[config.mk]
export PLATFORM = sky130hd
export DESIGN_NAME = multicycle_control_flat
export DESIGN_NICKNAME = d
export VERILOG_FILES = /design/src/rtl/multicycle_control_if.sv /design/src/rtl/multicycle_control.sv /design/src/flat_wrapper.sv
export SDC_FILE = /design/constraint.sdc
export NUM_CORES = 1
export LEC_CHECK = 0
export CAP_MARGIN = 0
export CORE_MARGIN = 4
export CORE_UTILIZATION = 49
export CTS_CLUSTER_DIAMETER = 40
export DETAILED_ROUTE_END_ITERATION = 6
export PLACE_DENSITY_LB_ADDON = 0.1
export SYNTH_ARGS = -nofsm -noshare
export SYNTH_HDL_FRONTEND = slang
export SYNTH_SLANG_ARGS = --single-unit
[constraint.sdc]
create_clock -name CLK -period 2.7 [get_ports CLK]
set_clock_uncertainty 0.15 [all_clocks]
set_input_delay 0.54 -clock CLK [delete_from_list [all_inputs] [get_ports CLK]]
set_output_delay 0.54 -clock CLK [all_outputs]
set_load 0.01 [all_outputs]
[src/rtl/multicycle_control_if.sv]
// rtl/multicycle_control_if.sv - controller <-> datapath signal bundle for the multi-cycle MIPS controller
interface multicycle_control_if #(
    parameter int CNT_W = 32
);
    logic [5:0]       opcode;
    logic             Zero;
    logic             MemReady;
    logic             PCWriteEn;
    logic             IorD;
    logic             MemRead;
    logic             MemWrite;
    logic             IRWrite;
    logic             MemtoReg;
    logic             RegDst;
    logic             RegWrite;
    logic             ALUSrcA;
    logic [1:0]       ALUSrcB;
    logic [1:0]       ALUOp;
    logic [1:0]       PCSource;
    logic             Illegal;
    logic             BusErr;
    logic [3:0]       State;
    logic [CNT_W-1:0] InstrCount;

    // Controller side: consumes datapath status, drives every select and enable
    modport master (
        input  opcode, Zero, MemReady,
        output PCWriteEn, IorD, MemRead, MemWrite, IRWrite, MemtoReg, RegDst,
               RegWrite, ALUSrcA, ALUSrcB, ALUOp, PCSource, Illegal, BusErr,
               State, InstrCount
    );

    // Datapath side: the mirror image of the controller
    modport slave (
        output opcode, Zero, MemReady,
        input  PCWriteEn, IorD, MemRead, MemWrite, IRWrite, MemtoReg, RegDst,
               RegWrite, ALUSrcA, ALUSrcB, ALUOp, PCSource, Illegal, BusErr,
               State, InstrCount
    );
endinterface

[src/rtl/multicycle_control.sv]
// rtl/multicycle_control.sv - multi-cycle MIPS main controller with memory-timeout and illegal-opcode traps
module multicycle_control #(
    parameter int CNT_W       = 32,
    parameter int MEM_TIMEOUT = 15
) (
    input  logic                 CLK,
    input  logic                 RESET,
    multicycle_control_if.master bus
);
    localparam logic [3:0] FETCH   = 4'd0;
    localparam logic [3:0] DECODE  = 4'd1;
    localparam logic [3:0] MEMADR  = 4'd2;
    localparam logic [3:0] MEMRD   = 4'd3;
    localparam logic [3:0] MEMWB   = 4'd4;
    localparam logic [3:0] MEMWR   = 4'd5;
    localparam logic [3:0] EXEC    = 4'd6;
    localparam logic [3:0] RWB     = 4'd7;
    localparam logic [3:0] BRANCH  = 4'd8;
    localparam logic [3:0] ADDI_EX = 4'd9;
    localparam logic [3:0] ADDI_WB = 4'd10;
    localparam logic [3:0] JUMP    = 4'd11;
    localparam logic [3:0] TRAP    = 4'd15;

    localparam logic [5:0] OP_RTYPE = 6'd0;
    localparam logic [5:0] OP_J     = 6'd2;
    localparam logic [5:0] OP_BEQ   = 6'd4;
    localparam logic [5:0] OP_BNE   = 6'd5;
    localparam logic [5:0] OP_ADDI  = 6'd8;
    localparam logic [5:0] OP_LW    = 6'd35;
    localparam logic [5:0] OP_SW    = 6'd43;

    localparam logic [7:0]       TIMEOUT = 8'(MEM_TIMEOUT);
    localparam logic [CNT_W-1:0] CNT_ONE = CNT_W'(1);

    logic [3:0]       state_q, state_d;
    logic [7:0]       wait_q, wait_d;
    logic             illegal_q, illegal_d;
    logic             buserr_q, buserr_d;
    logic             bne_q, bne_d;
    logic [CNT_W-1:0] count_q, count_d;
    logic             mem_state;
    logic             timeout;

    // States that talk to memory and are therefore subject to the wait watchdog
    assign mem_state = (state_q == FETCH) || (state_q == MEMRD) || (state_q == MEMWR);
    // A ready in the same cycle as the limit still completes the access
    assign timeout   = mem_state && !bus.MemReady && (wait_q == TIMEOUT);

    // Next-state, trap flags, retired count and branch-sense capture
    always_comb begin
        state_d   = state_q;
        illegal_d = illegal_q;
        buserr_d  = buserr_q;
        bne_d     = bne_q;
        count_d   = count_q;
        case (state_q)
            FETCH: begin
                if (bus.MemReady) begin
                    state_d = DECODE;
                    count_d = count_q + CNT_ONE;
                end
            end
            DECODE: begin
                // Branch sense is latched here so BRANCH never looks at opcode
                bne_d = (bus.opcode == OP_BNE);
                case (bus.opcode)
                    OP_RTYPE:      state_d = EXEC;
                    OP_LW, OP_SW:  state_d = MEMADR;
                    OP_BEQ, OP_BNE: state_d = BRANCH;
                    OP_ADDI:       state_d = ADDI_EX;
                    OP_J:          state_d = JUMP;
                    default: begin
                        state_d   = TRAP;
                        illegal_d = 1'b1;
                    end
                endcase
            end
            MEMADR: begin
                if (bus.opcode == OP_LW) begin
                    state_d = MEMRD;
                end else if (bus.opcode == OP_SW) begin
                    state_d = MEMWR;
                end else begin
                    // Opcode changed under us: treat as illegal rather than guess
                    state_d   = TRAP;
                    illegal_d = 1'b1;
                end
            end
            MEMRD:   if (bus.MemReady) state_d = MEMWB;
            MEMWR:   if (bus.MemReady) state_d = FETCH;
            EXEC:    state_d = RWB;
            ADDI_EX: state_d = ADDI_WB;
            MEMWB, RWB, BRANCH, ADDI_WB, JUMP: state_d = FETCH;
            TRAP:    state_d = TRAP;
            default: state_d = TRAP;
        endcase
        if (timeout) begin
            state_d  = TRAP;
            buserr_d = 1'b1;
        end
    end

    // Wait counter: zero on any state change or ready, counts stalled memory cycles
    always_comb begin
        wait_d = 8'd0;
        if (mem_state && !bus.MemReady && (state_d == state_q)) begin
            wait_d = wait_q + 8'd1;
        end
    end

    // State and status registers with asynchronous clear
    always_ff @(posedge CLK or negedge RESET) begin
        if (!RESET) begin
            state_q   <= FETCH;
            wait_q    <= 8'd0;
            illegal_q <= 1'b0;
            buserr_q  <= 1'b0;
            bne_q     <= 1'b0;
            count_q   <= '0;
        end else begin
            state_q   <= state_d;
            wait_q    <= wait_d;
            illegal_q <= illegal_d;
            buserr_q  <= buserr_d;
            bne_q     <= bne_d;
            count_q   <= count_d;
        end
    end

    // Moore decode of datapath controls; only PCWriteEn and IRWrite see MemReady/Zero
    always_comb begin
        bus.PCWriteEn = 1'b0;
        bus.IorD      = 1'b0;
        bus.MemRead   = 1'b0;
        bus.MemWrite  = 1'b0;
        bus.IRWrite   = 1'b0;
        bus.MemtoReg  = 1'b0;
        bus.RegDst    = 1'b0;
        bus.RegWrite  = 1'b0;
        bus.ALUSrcA   = 1'b0;
        bus.ALUSrcB   = 2'b00;
        bus.ALUOp     = 2'b00;
        bus.PCSource  = 2'b00;
        case (state_q)
            FETCH: begin
                bus.MemRead   = 1'b1;
                bus.ALUSrcB   = 2'b01;
                bus.IRWrite   = bus.MemReady;
                bus.PCWriteEn = bus.MemReady;
            end
            DECODE:  bus.ALUSrcB = 2'b11;
            MEMADR, ADDI_EX: begin
                bus.ALUSrcA = 1'b1;
                bus.ALUSrcB = 2'b10;
            end
            MEMRD: begin
                bus.MemRead = 1'b1;
                bus.IorD    = 1'b1;
            end
            MEMWB: begin
                bus.RegWrite = 1'b1;
                bus.MemtoReg = 1'b1;
            end
            MEMWR: begin
                bus.MemWrite = 1'b1;
                bus.IorD     = 1'b1;
            end
            EXEC: begin
                bus.ALUSrcA = 1'b1;
                bus.ALUOp   = 2'b10;
            end
            RWB: begin
                bus.RegWrite = 1'b1;
                bus.RegDst   = 1'b1;
            end
            BRANCH: begin
                bus.ALUSrcA   = 1'b1;
                bus.ALUOp     = 2'b01;
                bus.PCSource  = 2'b01;
                bus.PCWriteEn = bne_q ? !bus.Zero : bus.Zero;
            end
            ADDI_WB: bus.RegWrite = 1'b1;
            JUMP: begin
                bus.PCWriteEn = 1'b1;
                bus.PCSource  = 2'b10;
            end
            default: ;
        endcase
    end

    assign bus.Illegal    = illegal_q;
    assign bus.BusErr     = buserr_q;
    assign bus.State      = state_q;
    assign bus.InstrCount = count_q;
endmodule
[src/flat_wrapper.sv]
// flat-port wrapper written by rule: the top's interface ports become plain ports
module multicycle_control_flat 
#(
    parameter int CNT_W       = 32,
    parameter int MEM_TIMEOUT = 15
)
  (CLK, RESET, bus_opcode, bus_Zero, bus_MemReady, bus_PCWriteEn, bus_IorD, bus_MemRead, bus_MemWrite, bus_IRWrite, bus_MemtoReg, bus_RegDst, bus_RegWrite, bus_ALUSrcA, bus_ALUSrcB, bus_ALUOp, bus_PCSource, bus_Illegal, bus_BusErr, bus_State, bus_InstrCount);
  multicycle_control_if #(.CNT_W(CNT_W)) bus_i ();
  input  logic CLK;
  input  logic RESET;
  input wire logic [$bits(bus_i.opcode)-1:0] bus_opcode;
  input wire logic [$bits(bus_i.Zero)-1:0] bus_Zero;
  input wire logic [$bits(bus_i.MemReady)-1:0] bus_MemReady;
  output wire logic [$bits(bus_i.PCWriteEn)-1:0] bus_PCWriteEn;
  output wire logic [$bits(bus_i.IorD)-1:0] bus_IorD;
  output wire logic [$bits(bus_i.MemRead)-1:0] bus_MemRead;
  output wire logic [$bits(bus_i.MemWrite)-1:0] bus_MemWrite;
  output wire logic [$bits(bus_i.IRWrite)-1:0] bus_IRWrite;
  output wire logic [$bits(bus_i.MemtoReg)-1:0] bus_MemtoReg;
  output wire logic [$bits(bus_i.RegDst)-1:0] bus_RegDst;
  output wire logic [$bits(bus_i.RegWrite)-1:0] bus_RegWrite;
  output wire logic [$bits(bus_i.ALUSrcA)-1:0] bus_ALUSrcA;
  output wire logic [$bits(bus_i.ALUSrcB)-1:0] bus_ALUSrcB;
  output wire logic [$bits(bus_i.ALUOp)-1:0] bus_ALUOp;
  output wire logic [$bits(bus_i.PCSource)-1:0] bus_PCSource;
  output wire logic [$bits(bus_i.Illegal)-1:0] bus_Illegal;
  output wire logic [$bits(bus_i.BusErr)-1:0] bus_BusErr;
  output wire logic [$bits(bus_i.State)-1:0] bus_State;
  output wire logic [$bits(bus_i.InstrCount)-1:0] bus_InstrCount;
  assign bus_i.opcode = bus_opcode;
  assign bus_i.Zero = bus_Zero;
  assign bus_i.MemReady = bus_MemReady;
  assign bus_PCWriteEn = bus_i.PCWriteEn;
  assign bus_IorD = bus_i.IorD;
  assign bus_MemRead = bus_i.MemRead;
  assign bus_MemWrite = bus_i.MemWrite;
  assign bus_IRWrite = bus_i.IRWrite;
  assign bus_MemtoReg = bus_i.MemtoReg;
  assign bus_RegDst = bus_i.RegDst;
  assign bus_RegWrite = bus_i.RegWrite;
  assign bus_ALUSrcA = bus_i.ALUSrcA;
  assign bus_ALUSrcB = bus_i.ALUSrcB;
  assign bus_ALUOp = bus_i.ALUOp;
  assign bus_PCSource = bus_i.PCSource;
  assign bus_Illegal = bus_i.Illegal;
  assign bus_BusErr = bus_i.BusErr;
  assign bus_State = bus_i.State;
  assign bus_InstrCount = bus_i.InstrCount;
  multicycle_control #(.CNT_W(CNT_W), .MEM_TIMEOUT(MEM_TIMEOUT)) u_core (.CLK(CLK), .RESET(RESET), .bus(bus_i));
endmodule
* Word-level counts from Yosys, hierarchy flattened
Cells that the tools add are included.
** Word-level totals
- Bits in writable memories :: 0
- Latch bits :: 0
- Memories :: 0
- Output and inout port bits :: 53
- Register bits :: 47
- Bits in read-only memories :: 0
- Logic and storage cells :: 77
- Input port bits :: 10
** Cells by class
- Shift operators :: 0
- Divide/modulo/power cells :: 0
- Bitwise operators :: 0
- Order comparisons :: 0
- Muxes and demuxes :: 26
- Multiply operators :: 0
- Reductions and logical operators :: 21
- Equal/unequal tests :: 22
- Add/sub/neg operators :: 2
** Operators by type and width (count)
- $add A32 B1 Y32 const B :: 1
- $pmux W4 S8 :: 1
- $mux W4 :: 6
- $pmux W4 S5 :: 1
- $eq A4 B3 Y1 const B :: 4
- $eq A4 B4 Y1 const B :: 4
- $eq A6 B3 Y1 const B :: 2
- $eq A6 B6 Y1 const B :: 2
- $mux W1 :: 12
- $reduce_or A2 Y1 :: 5
- $add A8 B1 Y8 const B :: 1
- $eq A4 B2 Y1 const B :: 2
- $eq A8 B4 Y1 const B :: 1
- $mux W8 :: 1
- $pmux W2 S2 :: 2
- $reduce_or A7 Y1 :: 1
- $eq A6 B2 Y1 const B :: 1
- $eq A6 B4 Y1 const B :: 1
- $logic_not A6 Y1 :: 1
- $ne A2 B2 Y1 const B :: 3
- $pmux W2 S3 :: 1
- $reduce_or A5 Y1 :: 1
- $eq A4 B1 Y1 const B :: 1
- $eq A4 B4 Y1 :: 1
- other kinds (11) :: 15

* Logic depth before layout (Yosys ltp)
Gate-level depths: netlist of the first run.
- Depth after elaboration :: 9
- Depth in mapped cells :: 6
- Gate-level depth less buffers :: 5

* Least setup slack after synthesis of the first run
No wires, ideal clock.
- Path kind :: register -> output
- From :: reg u_core.state_q[1], in the netlist u_core.bus.State[1]
- To :: out bus_PCWriteEn
- Cell stages (with the launch flop) :: 5
- Arrival time :: 1.409 ns
- Path slack :: 0.601 ns
- Required time :: 2.010 ns
- Path buffers :: 2
- Cell sequence :: dfrtp_1 > buf_6 > clkbuf_1 > nor3_1 > a211o_1
** Between the ends
- Word-level cells in the longest chain between the ends :: 2
- Elaborated cells between the ends (all ways) :: 4
- Classes of those cells :: eq/ne (2); mux (1); reduce/logical (1)
** Ends and longest elaborated chain
- from (decl) :: RTL line multicycle_control.sv:35 : logic [3:0] state_q, state_d;
- from (signal assigned) :: RTL line multicycle_control.sv:121 : state_q <= state_d;
- $eq A4 B4 Y1 or $logic_not A4 Y1 (tied branches) :: RTL line multicycle_control.sv:144 : case (state_q)
- $pmux W1 S3 * :: RTL line multicycle_control.sv:144
- to (decl) :: RTL line flat_wrapper.sv:14 : output wire logic [$bits(bus_i.PCWriteEn)-1:0] bus_PCWriteEn;
Mark *: on every way between the ends. The rest lies on a longest branch, timed or not.

* Worst setup path in the final report of the first run
- From :: in bus_MemReady
- To :: out bus_PCWriteEn
** Between the ends
- Word-level cells in the longest chain between the ends :: 1
** Ends and longest elaborated chain
- from (decl) :: RTL line flat_wrapper.sv:13 : input wire logic [$bits(bus_i.MemReady)-1:0] bus_MemReady;
- $pmux W1 S3 :: RTL line multicycle_control.sv:144
No other way between the ends.

==> results of run 1 <==
## stage by stage
stage               cell area (µm²)  utilization (%)  instances  total power, mW  hold WS, ns
floorplan                      2560                -        250            0.727       0.0944
global placement               3280             64.6        382            0.762        0.311
detailed placement             3280             64.6        382            0.763        0.319
CTS                            3400             67.0        390             1.29        0.189
global route                   3440             67.7        393             1.33        0.213
finish                         3440             67.7        393             1.28        0.175
## per-layer routing
| metal | up-vias | global-route usage (%) | part of all wire (%) |
|---|---|---|---|
| met2 | 43 | 33.4 | 52 |
| met3 | 6 | 4.26 | 4.7 |
| met5 | - | 0 | 0 |
| met4 | 0 | 5.41 | 0.97 |
| li1 | 1022 | - | - |
| met1 | 1029 | 21.3 | 43 |
## cell type report
cell class / count / area (µm²) / share of cell area [%]
multi-input combinational: 188 / 1330 / 38.6
sequential: 47 / 1180 / 34.3
timing repair buffer: 74 / 706 / 20.5
tap: 70 / 87.6 / 2.55
clock buffer: 5 / 68.8 / 2.00
inverter: 6 / 22.5 / 0.655
clock inverter: 3 / 46.3 / 1.35
## worst register-to-register path, delay by kind of cell (launching register included)
| family | cells | cell delay (ns) |
|---|---|---|
| xor+xnor | 1 | 0.17 |
| flops | 1 | 0.52 |
| simple gates | 4 | 1.14 |
| buf+inv | 1 | 0.23 |
## power by group
part / total [mW] / internal [mW] / leakage (nW) / switching (mW)
Sequential: 0.703 / 0.703 / 0.630 / 0
Combinational: 0.0446 / 0.0178 / 0.825 / 0.0268
Clock: 0.531 / 0.279 / 0.0548 / 0.252
Total: 1.28 / 1.00 / 1.51 / 0.279
## worst max path at each step
stage                                              from            end  slack (ns)
after floorplan           u_core.bus.State[1]$_DFF_PN0_  bus_PCWriteEn        0.60
after global placement                     bus_MemReady  bus_PCWriteEn        0.09
after detailed placement                   bus_MemReady  bus_PCWriteEn        0.07
after CTS                 u_core.bus.State[3]$_DFF_PN0_   bus_RegWrite        0.05
after global routing      u_core.bus.State[2]$_DFF_PN0_  bus_PCWriteEn       0.009
final                                      bus_MemReady  bus_PCWriteEn        0.08
## timing repair
item | CTS | global route
buffers inserted | 0 | 3
hold buffers | 0 | 0
resized for setup | 3 | 4
setup endpoints to repair | 3 | 2
## cells in the final DEF (no fill, tap or decap), types with 3 or more instances in the layout
cell,instances
nand4_4,3
dfrtp_2,3
and2_1,3
inv_1,6
a211oi_1,3
nand2_1,21
dfrtp_1,44
nand4_1,9
nand3_1,11
xor2_1,11
buf_4,12
clkbuf_8,5
o21ai_0,5
nand2b_1,8
nor2_1,15
xnor2_1,29
nor3_1,9
a21oi_1,7
clkdlybuf4s50_1,61
nor2b_1,5
and3_1,8
## cells by family after synthesis
logic type                 share of synthesized area (%)
AOI/OAI and AO/OA                                   8.50
xor gates and xnor gates                            13.7
adders and majority gates                          0.977
buffers and inverters                               2.88
DFF                                                 45.9
muxes                                               1.22
and+or+nand+nor                                     26.8
## registers in the layout (all words and copies together) (netlist names)
signal and flops:
u_core.bus.BusErr 1, u_core.bus.InstrCount 32, u_core.bus.Illegal 1, u_core.bne_q 1
u_core.bus.State 4, u_core.wait_q 8
==> metrics, run 1 <==
status=complete, no violations; GR Overflow Total=0; drt pass-1 iters=4; row cnt=26; CTS Buffer Depth=2; Critical Path Fanout Max=3; dpl hpwl=4320 µm; Tot GR Track Use=18.4%; Hold Path Class=in -> async; Port Buffers=62; die width=80.3 µm; Synth Register Bits=47; Iteration-0 DRC Markers=61; Initial Util=50.4%; die area=0.00644 mm²; Final nets=334; Synth area leaders=dfrtp_1 (46%), xnor2_1 (9.9%), xor2_1 (3.8%), nand2_1 (3.2%), nand4_4 (2.5%); Tightest Pin Transition=0.595 ns; pre-CTS WS=0.0672 ns; I/O pins=63; asr flop ratio synth=100%; Final GP Congestion=0.794; critical path required time=2.01 ns; Post-Syn Area per Cell=10.2 µm²; antenna viol nets, final=0; # clock sinks=47; Synth cell types=51; Critical Path AT=1.93 ns; crit-path max cell delay=0.48 ns; number of synthesized flops with an enable pin=0; Crit Path Class=in -> out; Yosys top cell area share=45.9%; Worst setup SP type=input port; Reg2Reg Depth=6; most used flip-flop cell after synthesis=dfrtp_1; RSZ-0062 raised after global routing=false; Final Cycle Share=97.2%; family with the most delay on the worst path=buffers and inverters; min Tclk post-route=2.62 ns; Fin Setup TNS=0 ns; vias=2100; PnR worst setup slack=0.0763 ns; setup violators final=0; area grow syn2layout=34.3%; cell mode on critical path=clkdlybuf4s50_1; maximum vdd drop=0.237 mV; synth cell count leaders=dfrtp_1 (47), xnor2_1 (29), nand2_1 (22); Static Leak=1.51 nW; first-pass GRT wire length=9340 µm; Worst R2R Start=u_core.bus.State[0]$_DFF_PN0_; Levels on crit path=4; WL/cell=14.5 µm; Mapped Area=0.00256 mm²; Syn Nets=262; critical-path cell list=clkdlybuf4s50_1 -> and3_1 -> a211o_1 -> clkdlybuf4s50_1; vias in the first global route=2046; Hold Fails Final Rpt=0; maxcap violations=0; DRT Wirelength=5680 µm; sequential fraction of the synthesis area=45.9%; worst relative slew slack=60.3%; Final Max Slew Viols=0; cell type with the largest total area after synthesis=dfrtp_1; Post-Synthesis Cells=250; Crit. End Element=output port; core region area=0.00507 mm²; root buffer cell=clkbuf_8; initial antenna violation count=0; # fillers=419; post-DR vias/cell=5.34; Yosys Warn Count=0; total CTS buffers=5; sum of buffers and inverters on the critical path=2; Worst path slowest cell=clkdlybuf4s50_1; capturing point of the worst reg2reg path=u_core.bus.InstrCount[28]$_DFFE_PN0P_; CTS tree=done; Worst-Skew Late Latency=0.30 ns; most common cell in the netlist=dfrtp_1; power per cell area=372 mW/mm²; Die Y=80.3 µm; share of layout cells above drive strength 1=13.3%; H-tree depth=2; Clk pin slew, worst setup/hold paths=0.10 ns; residual DRC count=0; largest net degree at the start of global routing=48; ANT cells=0; Reg2Reg Setup Slack=0.39 ns; Max Fclk=0.381 GHz
Note: power is estimated with default switching activity, not from simulation.
==> run 2: changes to the inputs <==
SKIP_LAST_GASP = 1   (was default)
==> run 2 against run 1 <==
Effect of this change: power about the same; fmax fell by 0.23%; worst setup slack worse by 0.0060 ns; die area did not move.
==> metrics, run 2 (synthesized netlist as in run 1, its figures left out) <==
Hold Path Class=in -> async (unchanged); min Tclk post-route=2.63 ns (was 2.62 ns); worst relative slew slack=60.4% (was 60.3%); Worst R2R Start=u_core.bus.State[0]$_DFF_PN0_ (unchanged); critical path required time=2.01 ns (about the same); hold_buf cts=0 (unchanged); residual DRC count=0 (unchanged); die area=0.00644 mm² (unchanged); Clk pin slew, worst setup/hold paths=0.10 ns (about the same); first-pass GRT wire length=9340 µm (unchanged); dpl hpwl=4320 µm (unchanged); Crit. End Element=output port (unchanged); Hold Worst Slack=0.174 ns (was 0.175 ns); critical-path cell list=clkdlybuf4s50_1 -> and3_1 -> a211o_1 -> clkdlybuf4s50_1 (unchanged); Max Fclk=0.380 GHz (was 0.381 GHz); DRT Wirelength=5720 µm (was 5680 µm); Final Cycle Share=97.4% (was 97.2%); share of layout cells above drive strength 1=13.0% (was 13.3%); sum of buffers and inverters on the critical path=2 (unchanged); # fillers=420 (was 419); Critical Path Fanout Max=3 (unchanged); initial antenna violation count=0 (unchanged); setup violators final=0 (unchanged); row cnt=26 (unchanged); Setup crit start=bus_MemReady (unchanged); Tot GR Track Use=18.4% (unchanged); Critical Path AT=1.94 ns (was 1.93 ns); vias=2089 (was 2100); drt pass-1 iters=4 (unchanged); Tightest Pin Transition=0.594 ns (was 0.595 ns); Final Max Slew Viols=0 (unchanged); Worst-Skew Late Latency=0.30 ns (about the same); maxcap violations=0 (unchanged); H-tree depth=2 (unchanged); Pwr Total=1.28 mW (about the same); I/O pins=63 (unchanged); status=complete, no violations (unchanged); vias in the first global route=2046 (unchanged); ANT cells=0 (unchanged); CTS Buffer Depth=2 (unchanged); maximum vdd drop=0.237 mV (about the same); Largest register FFs=32 (unchanged); Die Y=80.3 µm (unchanged); area grow syn2layout=34.2% (was 34.3%); fin cells=393 (unchanged); Reg2Reg Depth=6 (unchanged); Levels on crit path=4 (unchanged); CTS tree=done (unchanged); core region area=0.00507 mm² (unchanged); cell mode on critical path=clkdlybuf4s50_1 (unchanged); Reg2Reg Setup Slack=0.39 ns (about the same); largest net degree at the start of global routing=48 (unchanged); RSZ-0062 raised after global routing=true (was false); Static Leak=1.51 nW (about the same); crit-path max cell delay=0.48 ns (about the same); Crit Path Class=in -> out (unchanged); Port Buffers=62 (unchanged); Iteration-0 DRC Markers=72 (was 61); family with the most delay on the worst path=buffers and inverters (unchanged); commonest non-fill, non-tap cell in the layout=clkdlybuf4s50_1 (unchanged); antenna viol nets, final=0 (unchanged); post-DR vias/cell=5.32 (was 5.34); Final GP Congestion=0.794 (unchanged); DP Cell Count=382 (unchanged); die width=80.3 µm (unchanged); capturing point of the worst reg2reg path=u_core.bus.InstrCount[28]$_DFFE_PN0P_ (unchanged); Hold Fails Final Rpt=0 (unchanged); Initial Util=50.4% (unchanged); GR Overflow Total=0 (unchanged); WL/cell=14.6 µm (was 14.5 µm); Worst setup SP type=input port (unchanged); most frequent cells in the layout=clkdlybuf4s50_1 (61), dfrtp_1 (44), xnor2_1 (29) (unchanged); total CTS buffers=5 (unchanged); root buffer cell=clkbuf_8 (unchanged); Worst Setup EP=bus_PCWriteEn (unchanged); Worst path slowest cell=clkdlybuf4s50_1 (unchanged); power per cell area=373 mW/mm² (was 372 mW/mm²); # clock sinks=47 (unchanged); Final nets=334 (unchanged)
## run 2: area by class of cell
cell class / count / area (µm²) / area share, %
clock buffers: 5 / 68.8 / 2.00
clock inverters: 3 / 46.3 / 1.35
multi-input cells: 188 / 1320 / 38.5
flip-flops and latches: 47 / 1180 / 34.4
repair buffers: 74 / 706 / 20.5
well taps: 70 / 87.6 / 2.55
inverters: 6 / 22.5 / 0.656
## run 2: timing repair
item                                    4_1_cts  5_1_grt
buffers inserted                              0        3
cloned                                        0        0
resized for setup                             3        3
endpoints found under the setup margin        3        2
## run 2: metal layers
| metal | global-route usage, % | vias to the layer above | part of all wire (%) |
|---|---|---|---|
| met4 | 5.41 | 0 | 0.96 |
| met3 | 4.26 | 6 | 5.2 |
| met1 | 21.3 | 1013 | 42 |
| met2 | 33.4 | 49 | 52 |
| li1 | - | 1021 | - |
| met5 | 0 | - | 0 |
## run 2: where the power goes
group,internal (mW),switching (mW)
sequential,0.703,0
combinational,0.0178,0.0269
clock,0.279,0.253
total,1.00,0.280
## run 2: worst min path at each step
stage / cells past startpoint / startpoint / slack [ns] / to
3_3_place_gp: 1 / u_core.wait_q[0]$_DFF_PN0_ / 0.31 / u_core.wait_q[0]$_DFF_PN0_
5_1_grt: 2 / RESET / 0.21 / u_core.bus.InstrCount[17]$_DFFE_PN0P_
2_1_floorplan: 0 / RESET / 0.09 / u_core.bne_q$_DFFE_PN0P_
4_1_cts: 2 / RESET / 0.19 / u_core.bus.InstrCount[18]$_DFFE_PN0P_
3_5_place_dp: 1 / u_core.bus.InstrCount[31]$_DFFE_PN0P_ / 0.32 / u_core.bus.InstrCount[31]$_DFFE_PN0P_
6_report: 2 / RESET / 0.17 / u_core.bus.InstrCount[17]$_DFFE_PN0P_
## run 2: metrics by stage
step | setup slack, ns | TNS, ns | instance area [µm²] | utilization [%]
6_report | 0.0704 | 0 | 3430 | 67.7
5_1_grt | -0.00872 | -0.00872 | 3430 | 67.7
4_1_cts | 0.0521 | 0 | 3400 | 67.0
3_5_place_dp | 0.0672 | 0 | 3280 | 64.6
3_3_place_gp | 0.0880 | 0 | 3280 | 64.6
2_1_floorplan | 0.601 | 0 | 2560 | -
==> run 3: changes to the inputs <==
ABC_AREA = 1   (was default)
CORE_UTILIZATION = 50   (was 49)
CTS_CLUSTER_SIZE = 14   (was default)
==> run 3 against run 2 <==
Effect of this change: design area increased by 8.7%; wire length grew 20%; hold slack better by 0.00085 ns; highest routed layer unchanged.
==> metrics, run 3 <==
most frequent cells in the layout=nand2_1 (91), clkdlybuf4s50_1 (61), nor2_1 (51) (was clkdlybuf4s50_1 (61), dfrtp_1 (44), xnor2_1 (29)); die area=0.00704 mm² (was 0.00644 mm²); CTS tree=done (unchanged); commonest non-fill, non-tap cell in the layout=nand2_1 (was clkdlybuf4s50_1); H-tree depth=2 (unchanged); Max Fclk=0.389 GHz (was 0.380 GHz); Critical Path AT=1.88 ns (was 1.94 ns); Final nets=453 (was 334); sequential fraction of the synthesis area=40.8% (was 45.9%); residual DRC count=0 (unchanged); Critical Path Fanout Max=5 (was 3); min Tclk post-route=2.57 ns (was 2.63 ns); most used flip-flop cell after synthesis=dfrtp_1 (unchanged); sum of buffers and inverters on the critical path=2 (unchanged); Tightest Pin Transition=0.593 ns (was 0.594 ns); initial antenna violation count=0 (unchanged); Worst-Skew Late Latency=0.30 ns (about the same); RSZ-0062 raised after global routing=false (was true); critical-path cell list=nor2_4 -> inv_1 -> nor2_2 -> a21oi_1 -> nand2_1 -> clkdlybuf4s50_1 (was clkdlybuf4s50_1 -> and3_1 -> a211o_1 -> clkdlybuf4s50_1); die width=83.9 µm (was 80.3 µm); Synth cell types=30 (was 51); post-DR vias/cell=5.16 (was 5.32); Clk pin slew, worst setup/hold paths=0.09 ns (was 0.10 ns); Final GP Congestion=0.902 (was 0.794); Synth Register Bits=47 (unchanged); # fillers=501 (was 420); I/O pins=63 (unchanged); Synth area leaders=dfrtp_1 (41%), nand2_1 (12%), xor2_1 (8.2%), nor2_1 (7.0%), inv_1 (5.5%) (was dfrtp_1 (46%), xnor2_1 (9.9%), xor2_1 (3.8%), nand2_1 (3.2%), nand4_4 (2.5%)); area grow syn2layout=29.5% (was 34.2%); DRT Wirelength=6870 µm (was 5720 µm); Crit Path Class=reg -> out (was in -> out); # clock sinks=47 (unchanged); Crit. End Element=output port (unchanged); Static Leak=1.67 nW (was 1.51 nW); Worst setup SP type=register (was input port); total CTS buffers=5 (unchanged); Post-Synthesis Cells=371 (was 250); synth cell count leaders=nand2_1 (91), nor2_1 (54), dfrtp_1 (47) (was dfrtp_1 (47), xnor2_1 (29), nand2_1 (22)); power per cell area=343 mW/mm² (was 373 mW/mm²); ANT cells=0 (unchanged); maxcap violations=0 (unchanged); WL/cell=13.4 µm (was 14.6 µm); Largest register FFs=32 (unchanged); most common cell in the netlist=nand2_1 (was dfrtp_1); Mapped Area=0.00288 mm² (was 0.00256 mm²); maximum vdd drop=0.285 mV (was 0.237 mV); family with the most delay on the worst path=buffers and inverters (unchanged); Port Buffers=62 (unchanged); Final Max Slew Viols=0 (unchanged); vias in the first global route=2561 (was 2046); Hold Fails Final Rpt=0 (unchanged); GR Overflow Total=0 (unchanged); share of layout cells above drive strength 1=9.73% (was 13.0%); Fin Setup TNS=0 ns (unchanged); Yosys top cell area share=40.8% (was 45.9%); asr flop ratio synth=100% (unchanged); Iteration-0 DRC Markers=143 (was 72); Yosys Warn Count=0 (unchanged); drt pass-1 iters=4 (unchanged); core region area=0.00554 mm² (was 0.00507 mm²); Post-Syn Area per Cell=7.77 µm² (was 10.2 µm²); pre-CTS WS=0.118 ns (was 0.0672 ns); status=complete, no violations (unchanged); PnR worst setup slack=0.128 ns (was 0.0704 ns); Die Y=83.9 µm (was 80.3 µm); worst relative slew slack=60.4% (about the same); number of synthesized flops with an enable pin=0 (unchanged); Syn Nets=383 (was 262); cell type with the largest total area after synthesis=dfrtp_1 (unchanged); Initial Util=52.0% (was 50.4%); root buffer cell=clkbuf_8 (unchanged); dpl hpwl=5270 µm (was 4320 µm); crit-path max cell delay=0.53 ns (was 0.48 ns); antenna viol nets, final=0 (unchanged); CTS Buffer Depth=2 (unchanged); setup violators final=0 (unchanged); largest net degree at the start of global routing=48 (unchanged); row cnt=27 (was 26); Final Cycle Share=95.2% (was 97.4%); Worst path slowest cell=clkdlybuf4s50_1 (unchanged); first-pass GRT wire length=11900 µm (was 9340 µm); Tot GR Track Use=20.7% (was 18.4%); hold_buf cts=0 (unchanged); Hold Path Class=in -> async (unchanged); vias=2654 (was 2089); critical path required time=2.01 ns (about the same)
-- run 3: final timing paths --
kind / from / slack [ns] / cells after the start / to
min in group CLK: u_core.wait_q[0]$_DFF_PN0_ / 0.31 / 1 / u_core.wait_q[0]$_DFF_PN0_
max: u_core.bus.State[0]$_DFF_PN0_ / 0.13 / 6 / bus_PCWriteEn
max reg2reg: u_core.bus.State[3]$_DFF_PN0_ / 0.60 / 9 / u_core.bus.InstrCount[16]$_DFFE_PN0P_
max in group asynchronous: RESET / 1.80 / 2 / u_core.bus.State[2]$_DFF_PN0_
min reg2reg: u_core.wait_q[0]$_DFF_PN0_ / 0.31 / 1 / u_core.wait_q[0]$_DFF_PN0_
min: RESET / 0.18 / 2 / u_core.wait_q[3]$_DFF_PN0_
-- run 3: power breakdown --
group          internal (mW)  switching (mW)  leakage (nW)
clock network          0.300           0.236        0.0612
registers              0.703               0         0.567
logic                 0.0152          0.0249          1.04
total                   1.02           0.261          1.67
-- run 3: worst register-to-register path, stage by stage (launching register included) --
cell      delay [ns]
dfrtp_2         0.46
nor2_4          0.17
buf_4           0.14
nand3_4         0.10
inv_2           0.09
buf_4           0.25
nand3b_2        0.16
nor3_2          0.22
nand3_1         0.12
xnor2_1         0.14
-- run 3: timing repair --
| action | 4_1_cts | 5_1_grt |
|---|---|---|
| resized for setup | 1 | 5 |
| setup buffers | 0 | 2 |
| hold endpoints to repair | 0 | 0 |
| setup endpoints to repair | 1 | 6 |
| pin swaps | 0 | 1 |
-- run 3: cell type report --
cell class                 count  area (µm²)  share of cell area [%]
sequential                    47        1180                    31.6
timing repair buffer          67         653                    17.5
clock buffer                   6        82.6                    2.21
inverter                      44         165                    4.43
clock inverter                 2        35.0                   0.939
multi-input combinational    276        1530                    40.9
tap                           72        90.1                    2.41
-- run 3: per-stage QoR --
stage / hold WS (ns) / utilization, % / area [µm²] / power, mW / cells
2_1_floorplan: 0.0944 / - / 2880 / 0.726 / 371
3_3_place_gp: 0.298 / 64.7 / 3580 / 0.758 / 504
3_5_place_dp: 0.299 / 64.7 / 3580 / 0.759 / 504
4_1_cts: 0.194 / 66.8 / 3700 / 1.29 / 512
5_1_grt: 0.237 / 67.4 / 3730 / 1.33 / 514
6_report: 0.175 / 67.4 / 3730 / 1.28 / 514
-- run 3: layer usage --
metal	up-vias	share of wire (%)	global-route usage, %	wire (µm)
li1	1320	-	-	-
met1	1225	46	29.3	3190
met2	97	45	31.6	3060
met3	12	7.3	4.24	501
met4	0	1.8	6.73	121
met5	-	0	0	0
-- run 3: cells by family after synthesis --
logic type / Yosys count / share of synthesized area [%]
buf+inv: 48 / 6.64
xor+xnor: 38 / 11.5
compound gates: 22 / 4.08
fa+ha+maj: 2 / 0.868
flops: 47 / 40.8
simple gates: 214 / 36.1
